<file path="src/rtl/kpn_fifo_channel_pkg.sv">
// Shared definitions for KPN channels and process nodes.
// Tokens are 12.4 fixed point: [15:4] integer part, [3:0] decimal digit 0..9.
package kpn_fifo_channel_pkg;

    localparam int FIX_W     = 16;
    localparam int FIX_INT_W = 12;
    localparam int FIX_DEC_W = 4;

    localparam logic [FIX_DEC_W-1:0] DEC_MAX  = 4'd9;
    localparam logic [FIX_W-1:0]     KPN_ZERO = 16'h0000;

    typedef logic [FIX_W-1:0] fix_t;

    function automatic logic fix_legal(input fix_t v);
        return v[FIX_DEC_W-1:0] <= DEC_MAX;
    endfunction

endpackage

</file>
<file path="src/rtl/kpn_fifo_channel_mem.sv">
// Token storage for a KPN channel: one write port, one registered read port.
// Reset reloads the preloaded tokens used to prime feedback loops.
module kpn_fifo_channel_mem
    import kpn_fifo_channel_pkg::*;
#(
    parameter int   DEPTH      = 8,
    parameter int   ADDR_W     = 3,
    parameter int   INIT_COUNT = 0,
    parameter fix_t INIT_VALUE = 16'h0000
) (
    input  logic              clk,
    input  logic              rst_n,
    input  logic              we,
    input  logic [ADDR_W-1:0] wr_addr,
    input  fix_t              wr_data,
    input  logic              re,
    input  logic [ADDR_W-1:0] rd_addr,
    output fix_t              rd_data
);

    fix_t mem [DEPTH];

    // A read and write to the same slot in one cycle returns the old token.
    always_ff @(posedge clk) begin
        if (!rst_n) begin
            for (int i = 0; i < DEPTH; i++) begin
                mem[i] <= (i < INIT_COUNT) ? INIT_VALUE : KPN_ZERO;
            end
            rd_data <= KPN_ZERO;
        end else begin
            if (we) begin
                mem[wr_addr] <= wr_data;
            end
            if (re) begin
                rd_data <= mem[rd_addr];
            end
        end
    end

endmodule

</file>
<file path="src/rtl/kpn_fifo_channel.sv">
// KPN channel FIFO: responder side of the rd/wr strobe interface.
// Nodes gate their strobes on empty/full to get blocking-read semantics.
module kpn_fifo_channel
    import kpn_fifo_channel_pkg::*;
#(
    parameter int   DEPTH      = 8,
    parameter int   ADDR_W     = 3,
    parameter int   INIT_COUNT = 0,
    parameter fix_t INIT_VALUE = 16'h0000
) (
    input  logic              clk,
    input  logic              rst_n,
    input  logic              wr,
    input  logic [FIX_W-1:0]  data_in,
    input  logic              rd,
    output logic [FIX_W-1:0]  data_out,
    output logic              data_valid,
    output logic              empty,
    output logic              full,
    output logic [ADDR_W:0]   count,
    output logic              overflow,
    output logic              underflow,
    output logic              fmt_err
);

    localparam logic [ADDR_W:0]   CNT_FULL = (ADDR_W+1)'(DEPTH);
    localparam logic [ADDR_W:0]   CNT_INIT = (ADDR_W+1)'(INIT_COUNT);
    localparam logic [ADDR_W-1:0] WP_INIT  = ADDR_W'(INIT_COUNT % DEPTH);

    logic [ADDR_W-1:0] wr_ptr;
    logic [ADDR_W-1:0] rd_ptr;
    logic              fmt_ok;
    logic              rd_acc;
    logic              wr_acc;

    assign empty  = (count == '0);
    assign full   = (count == CNT_FULL);
    assign fmt_ok = fix_legal(data_in);
    assign rd_acc = rd && !empty;
    // A read in the same cycle frees a slot, so a full channel still accepts.
    assign wr_acc = wr && fmt_ok && (!full || rd_acc);

    kpn_fifo_channel_mem #(
        .DEPTH      (DEPTH),
        .ADDR_W     (ADDR_W),
        .INIT_COUNT (INIT_COUNT),
        .INIT_VALUE (INIT_VALUE)
    ) u_mem (
        .clk     (clk),
        .rst_n   (rst_n),
        .we      (wr_acc),
        .wr_addr (wr_ptr),
        .wr_data (data_in),
        .re      (rd_acc),
        .rd_addr (rd_ptr),
        .rd_data (data_out)
    );

    always_ff @(posedge clk) begin
        if (!rst_n) begin
            wr_ptr     <= WP_INIT;
            rd_ptr     <= '0;
            count      <= CNT_INIT;
            data_valid <= 1'b0;
            overflow   <= 1'b0;
            underflow  <= 1'b0;
            fmt_err    <= 1'b0;
        end else begin
            data_valid <= rd_acc;
            if (wr_acc) begin
                wr_ptr <= wr_ptr + ADDR_W'(1);
            end
            if (rd_acc) begin
                rd_ptr <= rd_ptr + ADDR_W'(1);
            end
            case ({wr_acc, rd_acc})
                2'b10:   count <= count + (ADDR_W+1)'(1);
                2'b01:   count <= count - (ADDR_W+1)'(1);
                default: count <= count;
            endcase
            if (wr && fmt_ok && full && !rd_acc) begin
                overflow <= 1'b1;
            end
            if (rd && empty) begin
                underflow <= 1'b1;
            end
            if (wr && !fmt_ok) begin
                fmt_err <= 1'b1;
            end
        end
    end

endmodule
</file>
<file path="config.mk">
export PLATFORM = sky130hd
export DESIGN_NAME = kpn_fifo_channel
export DESIGN_NICKNAME = d
export VERILOG_FILES = /design/src/rtl/kpn_fifo_channel_pkg.sv /design/src/rtl/kpn_fifo_channel_mem.sv /design/src/rtl/kpn_fifo_channel.sv
export SDC_FILE = /design/constraint.sdc
export NUM_CORES = 1
export LEC_CHECK = 0
export CAP_MARGIN = 20
export CORE_ASPECT_RATIO = 2
export CORE_MARGIN = 2
export CORE_UTILIZATION = 45
export CTS_CLUSTER_SIZE = 14
export DETAILED_ROUTE_END_ITERATION = 6
export PLACE_DENSITY = 0.66
export SYNTH_ARGS = -nofsm -noshare
export SYNTH_HDL_FRONTEND = slang
export SYNTH_SLANG_ARGS = --single-unit
export TNS_END_PERCENT = 30
</file>
<file path="constraint.sdc">
create_clock -name clk -period 2.9 [get_ports clk]
set_input_delay 0.435 -clock clk [delete_from_list [all_inputs] [get_ports clk]]
set_output_delay 0.435 -clock clk [all_outputs]
set_load 0.03 [all_outputs]
</file>
==> results of run 1 <==
-- layer usage --
layer	track usage, %	wire, um
met5	0	0
met1	21.1	5590
met4	7.76	380
met2	38.7	9520
met3	4.00	477
-- cells in the final DEF, fill, tap and decap left out, types with 2 or more instances in the layout --
master / instances
edfxtp_1: 128
and2_1: 125
clkdlybuf4s50_1: 45
buf_4: 33
mux4_2: 32
dfxtp_1: 29
mux2i_1: 20
a21oi_1: 18
clkbuf_16: 17
o21ai_0: 16
nand2_1: 11
nand2b_1: 8
nor2_1: 6
and2_2: 6
xnor2_1: 4
bufinv_16: 4
o21ai_1: 3
and2_4: 3
o21a_1: 3
ha_1: 3
clkinv_2: 3
clkinv_1: 3
inv_1: 2
nand3_1: 2
nor3_4: 2
nor4_4: 2
nor3_2: 2
nor2b_1: 2
clkinv_4: 2
clkbuf_1: 2
buf_12: 2
-- worst min path at each step --
stage	startpoint	end	slack, ps	depth (start not counted)
floorplan	wr_ptr[1]$_SDFFE_PN0P_	wr_ptr[1]$_SDFFE_PN0P_	600	2
global placement	overflow$_SDFFE_PN0P_	overflow$_SDFFE_PN0P_	450	1
detailed placement	overflow$_SDFFE_PN0P_	overflow$_SDFFE_PN0P_	460	1
CTS	overflow$_SDFFE_PN0P_	overflow$_SDFFE_PN0P_	470	1
global route	fmt_err$_SDFFE_PN0P_	fmt_err$_SDFFE_PN0P_	510	1
finish	overflow$_SDFFE_PN0P_	overflow$_SDFFE_PN0P_	470	1
-- state kept, by name (all words and copies together) (netlist names) --
| name | cells |
|---|---|
| u_mem.mem | 128 |
| u_mem.rd_data | 16 |
| overflow | 1 |
| fmt_err | 1 |
| count | 4 |
| data_valid | 1 |
| underflow | 1 |
| wr_ptr | 3 |
| rd_ptr | 3 |
-- power by group through the flow --
| stage | combinational, mW | sequential [mW] | clock, mW |
|---|---|---|---|
| after floorplan | 0.889 | 3.03 | 0 |
| after global placement | 1.61 | 2.87 | 0 |
| after detailed placement | 1.62 | 2.88 | 0 |
| after CTS | 1.63 | 2.83 | 2.31 |
| after global routing | 1.72 | 2.86 | 2.41 |
| final | 1.60 | 2.83 | 2.29 |
-- cell type report --
class | count | area [um^2] | share of cell area (%)
clock buffers | 19 | 433 | 5.09
clock inverters | 13 | 171 | 2.02
inverters | 2 | 7.51 | 0.0883
multi-input cells | 283 | 2460 | 28.9
flip-flops and latches | 158 | 4450 | 52.3
well taps | 198 | 248 | 2.91
repair buffers | 80 | 738 | 8.68
-- critical path: stages, from the launching register on --
cell and delay (ps):
dfxtp_1 410, or4b_4 640, inv_1 80, clkdlybuf4s50_1 660
-- cells by family after synthesis --
family | Yosys count | share of synthesized area [%]
muxes | 52 | 13.0
and+or+nand+nor | 174 | 16.0
xor gates and xnor gates | 5 | 0.619
adders and majority gates | 3 | 0.530
DFF | 158 | 62.8
AOI/OAI and AO/OA | 49 | 4.61
buffers and inverters | 32 | 2.44
-- per-stage QoR --
stage                     cells  hold WS (ps)  util [%]
after floorplan             473           602         -
after global placement      721           450      51.4
after detailed placement    721           456      51.4
after CTS                   753           471      55.3
after global routing        753           506      55.3
final                       753           467      55.3
==> impl_metrics.json, run 1 <==
{
  "cp-start-kind": "flop",
  "crit_path_end": "full",
  "synth_top_cell_area_share_pct": 54.3,
  "sw_frac_of_total_pct": 27.9,
  "yosysWarnings": 0,
  "setup_slack_ps": 254,
  "die_area_um2": 16800,
  "track_usage_pct": 20.2,
  "period_needed_ps": 2650,
  "critPathArrivalTime_ps": 2210,
  "clock_latency_ps": 420,
  "seq_power_share_pct": 42.1,
  "clkTransAtPathRegs_ps": 60,
  "syn_avg_cell_area_um2": 15.0,
  "grt_pass1_vias": 4183,
  "cts_buffers": 17,
  "overflow": 0,
  "vias": 3991,
  "p_int_mw": 4.84,
  "hold_viol": 0,
  "clockPowerShare_pct": 34.1,
  "route.detailed.drc": 0,
  "setup-tns-final_ps": 0,
  "syn_inst": 473,
  "routedWlPerCell_um": 21.2,
  "cp.required_ps": 2470,
  "n_fill_cell": 1301,
  "cts_setup_buffers": 0,
  "dpl_worst_slack_ps": 160,
  "reg2reg_to": "count[2]$_SDFFE_PN0P_",
  "ioPinCount": 46,
  "synth_area_um2": 7080,
  "nNetsFinal": 565,
  "via_per_inst": 5.30,
  "wirelength_um": 16000,
  "placed_cell_area_um2": 7900,
  "synthesis.nets": 496,
  "fin_area_um2": 8500,
  "finClkSkew_ps": 8.11,
  "area_delta_synth_final_pct": 20.2,
  "cts-root-buf": "clkbuf_16",
  "dr.pass1.iters": 4,
  "p_per_area_nw_per_um2": 789,
  "fp-row-count": 64,
  "first_iter_violations": 262,
  "switching_power_mw": 1.87,
  "synth_area_leaders": "edfxtp_1, and2_1, mux4_2",
  "cts_resized": 0,
  "die_h_um": 181,
  "power.leakage_nw": 3.07,
  "critPathKind": "flop to output pin",
  "start_util_pct": 46.0,
  "path_max_fanout": 10,
  "synth_edf_count": 128,
  "die_x_um": 92.7,
  "yosysTopAreaCell": "edfxtp_1",
  "drtAntennaViolNets": 0,
  "cts_buffer_depth": 2,
  "grt_pass1_wl_um": 24500,
  "gp_congestion": 0.806,
  "cts_sinks": 158,
  "maxSlewHeadroom_pct": 42.6,
  "core-area_um2": 15400,
  "synth_commonest_cells": "edfxtp_1, and2_1, mux4_2, dfxtp_1, mux2i_1",
  "r2r_slack_ps": 570,
  "yosysMostFrequentCell": "edfxtp_1",
  "ir_worst_vdd_uv": 425,
  "portBuffers": 45,
  "fin_crit_sh_pct": 91.2,
  "synth-seq-cells": 158,
  "ys.flop_type": "edfxtp_1",
  "startpoint": "count[0]$_SDFFE_PN0P_",
  "hpwl_um": 11100,
  "setup_violations": 0,
  "reg2reg_from": "count[0]$_SDFFE_PN0P_",
  "hp-class": "flop to flop",
  "cts_tree": "yes",
  "fmax_mhz": 378,
  "design_power_total_mw": 6.71,
  "hold_buffers": 0,
  "cp-end-kind": "output pin",
  "comb_power_share_pct": 23.8,
  "antenna_cells": 0,
  "synthDistinctLibCells": 42,
  "yosysSeqAreaShare_pct": 62.8,
  "antenna_found_initial": 0,
  "async_flop_share_pct": 0,
  "max-cap-violations": 0,
  "slew_violations": 0,
  "rsz0062_at_grt": "no",
  "drive_gt1_share_pct": 20.9,
  "grt_max_degree": 45,
  "status": "finished, final reports clean",
  "ff2ff_path_depth": 7,
  "cts_max_level": 4,
  "worst_pin_slew_ps": 850
}
(Power assumes the default switching activity.)
==> inputs of run 2 (changes only) <==
==> constraint.sdc (replaced) <==
create_clock -name clk -period 2.9 [get_ports clk]
set_input_delay 0.29 -clock clk [delete_from_list [all_inputs] [get_ports clk]]
set_output_delay 0.29 -clock clk [all_outputs]
set_load 0.03 [all_outputs]
==> run 2 against run 1 <==
  * Non-clock buffer count rose by 1
  * Critical path type unchanged
  * Highest routed layer unchanged
  * Combinational power barely moved
  * Clock power barely moved
  * Clock-buffer cell count fell by 2
  * Design area fell by 0.12%
  * Setup slack improved by 150 ps
  * Via count rose by 0.75%
==> impl_metrics.json, run 2 (synthesized netlist as in run 1, its figures left out) <==
{
  "startpoint": "count[0]$_SDFFE_PN0P_",
  "largest-register": "u_mem.mem",
  "start_util_pct": 46.0,
  "first_iter_violations": 279,
  "sw_frac_of_total_pct": 29.6,
  "cts_max_level": 4,
  "p_int_mw": 4.71,
  "cp-start-kind": "flop",
  "fin_crit_sh_pct": 86.0,
  "mostFrequentLayoutCells": "edfxtp_1, and2_1, clkdlybuf4s50_1",
  "path_cells": "or4b_4, inv_1, clkdlybuf4s50_1",
  "worst_pin_slew_ps": 905,
  "hpwl_um": 11200,
  "cp.required_ps": 2610,
  "path_max_fanout": 10,
  "track_usage_pct": 20.5,
  "worstHoldStart": "fmt_err$_SDFFE_PN0P_",
  "overflow": 0,
  "layout_commonest_cell": "edfxtp_1",
  "cts_tree": "yes",
  "cts-root-buf": "clkbuf_16",
  "max-cap-violations": 0,
  "fp-row-count": 64,
  "comb_power_share_pct": 23.8,
  "ir_worst_vdd_uv": 340,
  "top_regs": "u_mem.mem x128, u_mem.rd_data x16, count x4",
  "grt_pass1_vias": 4237,
  "final-seq-area_um2": 4450,
  "critPathArrivalTime_ps": 2200,
  "hp-class": "flop to flop",
  "power.leakage_nw": 3.07,
  "multi_input_area_um2": 2460,
  "design_power_total_mw": 6.69,
  "seq_power_share_pct": 42.4,
  "gp_congestion": 0.780,
  "cp-end-kind": "output pin",
  "status": "finished, final reports clean",
  "slew_violations": 0,
  "core-area_um2": 15400,
  "cts_resized": 0,
  "cts_buffer_depth": 2,
  "portBuffers": 45,
  "hold_buffers": 0,
  "grt_pass1_wl_um": 24600,
  "wirelength_um": 16300,
  "nNetsFinal": 566,
  "via_per_inst": 5.33,
  "clockPowerShare_pct": 33.8,
  "dr.pass1.iters": 4,
  "switching_power_mw": 1.98,
  "die_x_um": 92.7,
  "cts_setup_buffers": 0,
  "period_needed_ps": 2490,
  "cts_sinks": 158,
  "worst_path_largest_cell_delay_ps": 660,
  "die_h_um": 181,
  "finClkSkew_ps": 11.2,
  "vias": 4021,
  "routedWlPerCell_um": 21.7,
  "ioPinCount": 46,
  "setup-tns-final_ps": 0,
  "clock_latency_ps": 430,
  "n_fill_cell": 1288,
  "setup_violations": 0,
  "area_delta_synth_final_pct": 20.0,
  "clkTransAtPathRegs_ps": 70,
  "grt_max_degree": 45,
  "reg2reg_from": "count[0]$_SDFFE_PN0P_",
  "critPathKind": "flop to output pin",
  "p_per_area_nw_per_um2": 788,
  "maxSlewHeadroom_pct": 38.9,
  "antenna_cells": 0,
  "fmax_mhz": 401,
  "drtAntennaViolNets": 0,
  "die_area_um2": 16800,
  "rsz0062_at_grt": "no",
  "antenna_found_initial": 0,
  "cts_buffers": 17,
  "largest_reg_flops": 128,
  "route.detailed.drc": 0,
  "hold_viol": 0,
  "cpMaxStageDelayCell": "clkdlybuf4s50_1",
  "drive_gt1_share_pct": 21.9
}
[run 2: cell count changes in the layout (fill, tap and decap cells not counted)]
cell,delta
buf_12,-1
buf_4,+2
bufinv_16,-2
clkbuf_1,-2
clkinv_1,-3
clkinv_2,-2
clkinv_4,+2
inv_6,+5
inv_8,+2
[run 2: worst paths after layout]
| kind | to | slack (ps) | cells after the start |
|---|---|---|---|
| worst max-delay path | full | 410 | 3 |
| worst min-delay path | fmt_err$_SDFFE_PN0P_ | 470 | 1 |
| worst max register to register | count[2]$_SDFFE_PN0P_ | 530 | 7 |
| worst min register to register | fmt_err$_SDFFE_PN0P_ | 470 | 1 |
[run 2: critical path, delay by kind of cell (launching register included)]
kind,cells,cell delay [ps]
DFF,1,410
and+or+nand+nor,1,640
buffers and inverters,2,740
[run 2: layer usage]
layer | share of wire, % | global-route usage, %
met4 | 3.6 | 10.4
met5 | 0 | 0
met2 | 57 | 38.5
met3 | 3.6 | 3.34
met1 | 36 | 21.5
[run 2: cell type report]
class | count | share of cell area [%]
Clock buffer | 17 | 5.01
Clock inverter | 15 | 2.05
Inverter | 2 | 0.0884
Multi-Input combinational cell | 283 | 29.0
Sequential cell | 158 | 52.3
Tap cell | 198 | 2.92
Timing Repair Buffer | 81 | 8.63
[run 2: power by group through the flow]
stage / clock network, mW / logic, mW / registers (mW)
after global placement: 0 / 1.60 / 2.87
after detailed placement: 0 / 1.62 / 2.89
after floorplan: 0 / 0.889 / 3.03
after CTS: 2.29 / 1.62 / 2.84
final: 2.26 / 1.60 / 2.84
after global routing: 2.39 / 1.70 / 2.86
[run 2: through the flow]
stage / area [um^2] / cells / setup WS, ps / util [%] / hold slack, ps
4_1_cts: 8490 / 754 / 372 / 55.2 / 468
5_1_grt: 8490 / 754 / 333 / 55.2 / 494
3_5_place_dp: 7890 / 722 / 331 / 51.3 / 453
2_1_floorplan: 7080 / 473 / 153 / - / 488
3_3_place_gp: 7890 / 722 / 366 / 51.3 / 451
6_report: 8490 / 754 / 407 / 55.2 / 465
==> inputs of run 3 (changes only) <==
--- a/config.mk
+++ b/config.mk
@@ -6,12 +6,15 @@
 export NUM_CORES = 1
 export LEC_CHECK = 0
 export CAP_MARGIN = 20
+export CELL_PAD_IN_SITES_DETAIL_PLACEMENT = 0
+export CELL_PAD_IN_SITES_GLOBAL_PLACEMENT = 2
 export CORE_ASPECT_RATIO = 2
 export CORE_MARGIN = 2
-export CORE_UTILIZATION = 45
+export CORE_UTILIZATION = 39
+export CTS_CLUSTER_DIAMETER = 100
 export CTS_CLUSTER_SIZE = 14
 export DETAILED_ROUTE_END_ITERATION = 6
-export PLACE_DENSITY = 0.66
+export PLACE_DENSITY = 0.76
 export SYNTH_ARGS = -nofsm -noshare
 export SYNTH_HDL_FRONTEND = slang
 export SYNTH_SLANG_ARGS = --single-unit
==> run 3 against run 2 <==
  * Clock skew decreased by 5.5 ps
  * Maximum frequency increased by 0.24%
  * Die area increased by 15%
  * Cell count increased by 2.1%
  * Global-route usage decreased by 2.0 points
  * Flip-flop and latch count unchanged
  * Routed wire length increased by 1.8%
  * Combinational power increased by 5%
  * Design area about the same
  * Largest cell class unchanged
==> impl_metrics.json, run 3 (synthesized netlist as in run 1, its figures left out) <==
{
  "p_per_area_nw_per_um2": 773,
  "power.leakage_nw": 3.07,
  "ioPinCount": 46,
  "wirelength_um": 16600,
  "track_usage_pct": 18.6,
  "setup_violations": 0,
  "cts_buffer_depth": 2,
  "fin_area_um2": 8490,
  "gp_congestion": 0.771,
  "fmax_mhz": 402,
  "grt_pass1_vias": 4358,
  "cts_max_level": 4,
  "overflow": 0,
  "setup-tns-final_ps": 0,
  "route.detailed.drc": 0,
  "cts_sinks": 158,
  "clkTransAtPathRegs_ps": 60,
  "hpwl_um": 10900,
  "grt_max_degree": 35,
  "largest-register": "u_mem.mem",
  "start_util_pct": 39.8,
  "final_util_pct": 47.7,
  "cp-start-kind": "flop",
  "die_h_um": 195,
  "cp.required_ps": 2610,
  "largest_reg_flops": 128,
  "final-seq-area_um2": 4450,
  "worst_path_largest_cell_delay_ps": 660,
  "dr.pass1.iters": 4,
  "finClkSkew_ps": 5.67,
  "slew_violations": 0,
  "crit_buf_inv": 2,
  "cp_top_family": "buffers and inverters",
  "first_iter_violations": 271,
  "mostFrequentLayoutCells": "edfxtp_1, and2_1, clkdlybuf4s50_1",
  "die_area_um2": 19300,
  "layout_commonest_cell": "edfxtp_1",
  "max-cap-violations": 0,
  "area_delta_synth_final_pct": 20.0,
  "placed_cell_area_um2": 7930,
  "critPathKind": "flop to output pin",
  "period_needed_ps": 2490,
  "cts_resized": 0,
  "cts_setup_buffers": 0,
  "hp-class": "flop to flop",
  "maxSlewHeadroom_pct": 56.5,
  "nNetsFinal": 567,
  "antenna_cells": 0,
  "routedWlPerCell_um": 21.6,
  "hold_viol": 0,
  "dpl_worst_slack_ps": 290,
  "cts-root-buf": "clkbuf_16",
  "n_fill_cell": 1589,
  "vias": 4004,
  "core-area_um2": 17800,
  "setup_slack_ps": 413,
  "cts_buffers": 17,
  "status": "finished, final reports clean",
  "portBuffers": 45,
  "critPathArrivalTime_ps": 2200,
  "fin_crit_sh_pct": 85.7,
  "die_x_um": 99.3,
  "design_power_total_mw": 6.56,
  "cts_tree": "yes",
  "multi_input_area_um2": 2460,
  "path_cells": "or4b_4, inv_1, clkdlybuf4s50_1",
  "path_max_fanout": 10,
  "drtAntennaViolNets": 0,
  "place_inst": 738,
  "grt_pass1_wl_um": 25800,
  "antenna_found_initial": 0,
  "rsz0062_at_grt": "no",
  "drive_gt1_share_pct": 21.4,
  "cp-end-kind": "output pin",
  "via_per_inst": 5.20,
  "clock_latency_ps": 420,
  "cpMaxStageDelayCell": "clkdlybuf4s50_1",
  "ir_worst_vdd_uv": 396,
  "timing.hold.ws_ps": 463,
  "hold_buffers": 0,
  "fp-row-count": 69,
  "top_regs": "u_mem.mem x128, u_mem.rd_data x16, count x4",
  "layout.cells.non_filler": 770,
  "worst_pin_slew_ps": 644
}
-- run 3: cell count changes in the layout (fill, tap and decap cells not counted), moves of 2 or more --
| cell | before | now |
|---|---|---|
| inv_8 | 2 | 0 |
| inv_6 | 5 | 0 |
| bufinv_16 | 2 | 0 |
| clkbuf_1 | 0 | 4 |
| clkinv_2 | 1 | 4 |
| clkinv_4 | 4 | 0 |
| clkbuf_8 | 0 | 5 |
-- run 3: path summary, 6_finish.rpt --
path,from,endpoint,slack [ps],cells past startpoint
setup / recovery,count[0]$_SDFFE_PN0P_,full,410,3
hold / removal,fmt_err$_SDFFE_PN0P_,fmt_err$_SDFFE_PN0P_,460,1
hold reg to reg,fmt_err$_SDFFE_PN0P_,fmt_err$_SDFFE_PN0P_,460,1
setup reg to reg,count[0]$_SDFFE_PN0P_,count[2]$_SDFFE_PN0P_,610,8
-- run 3: area by class of cell --
class,instances,share of cell area (%)
timing repair buffer,82,8.84
clock inverter,5,0.309
inverter,2,0.0884
multi-input combinational,283,29.0
sequential,158,52.4
tap,213,3.14
clock buffer,27,6.29
-- run 3: where the power goes --
part           internal (mW)  switching, mW  total [mW]
sequential              2.66          0.122        2.78
combinational          0.778          0.906        1.68
clock                   1.26          0.843        2.10
total                   4.69           1.87        6.56
-- run 3: metal layers --
metal	track usage, %	vias up	routed length [um]
li1	-	1883	-
met1	20.2	2024	5960
met2	34.2	81	9630
met3	3.99	16	651
met4	7.56	0	383
met5	0	-	0
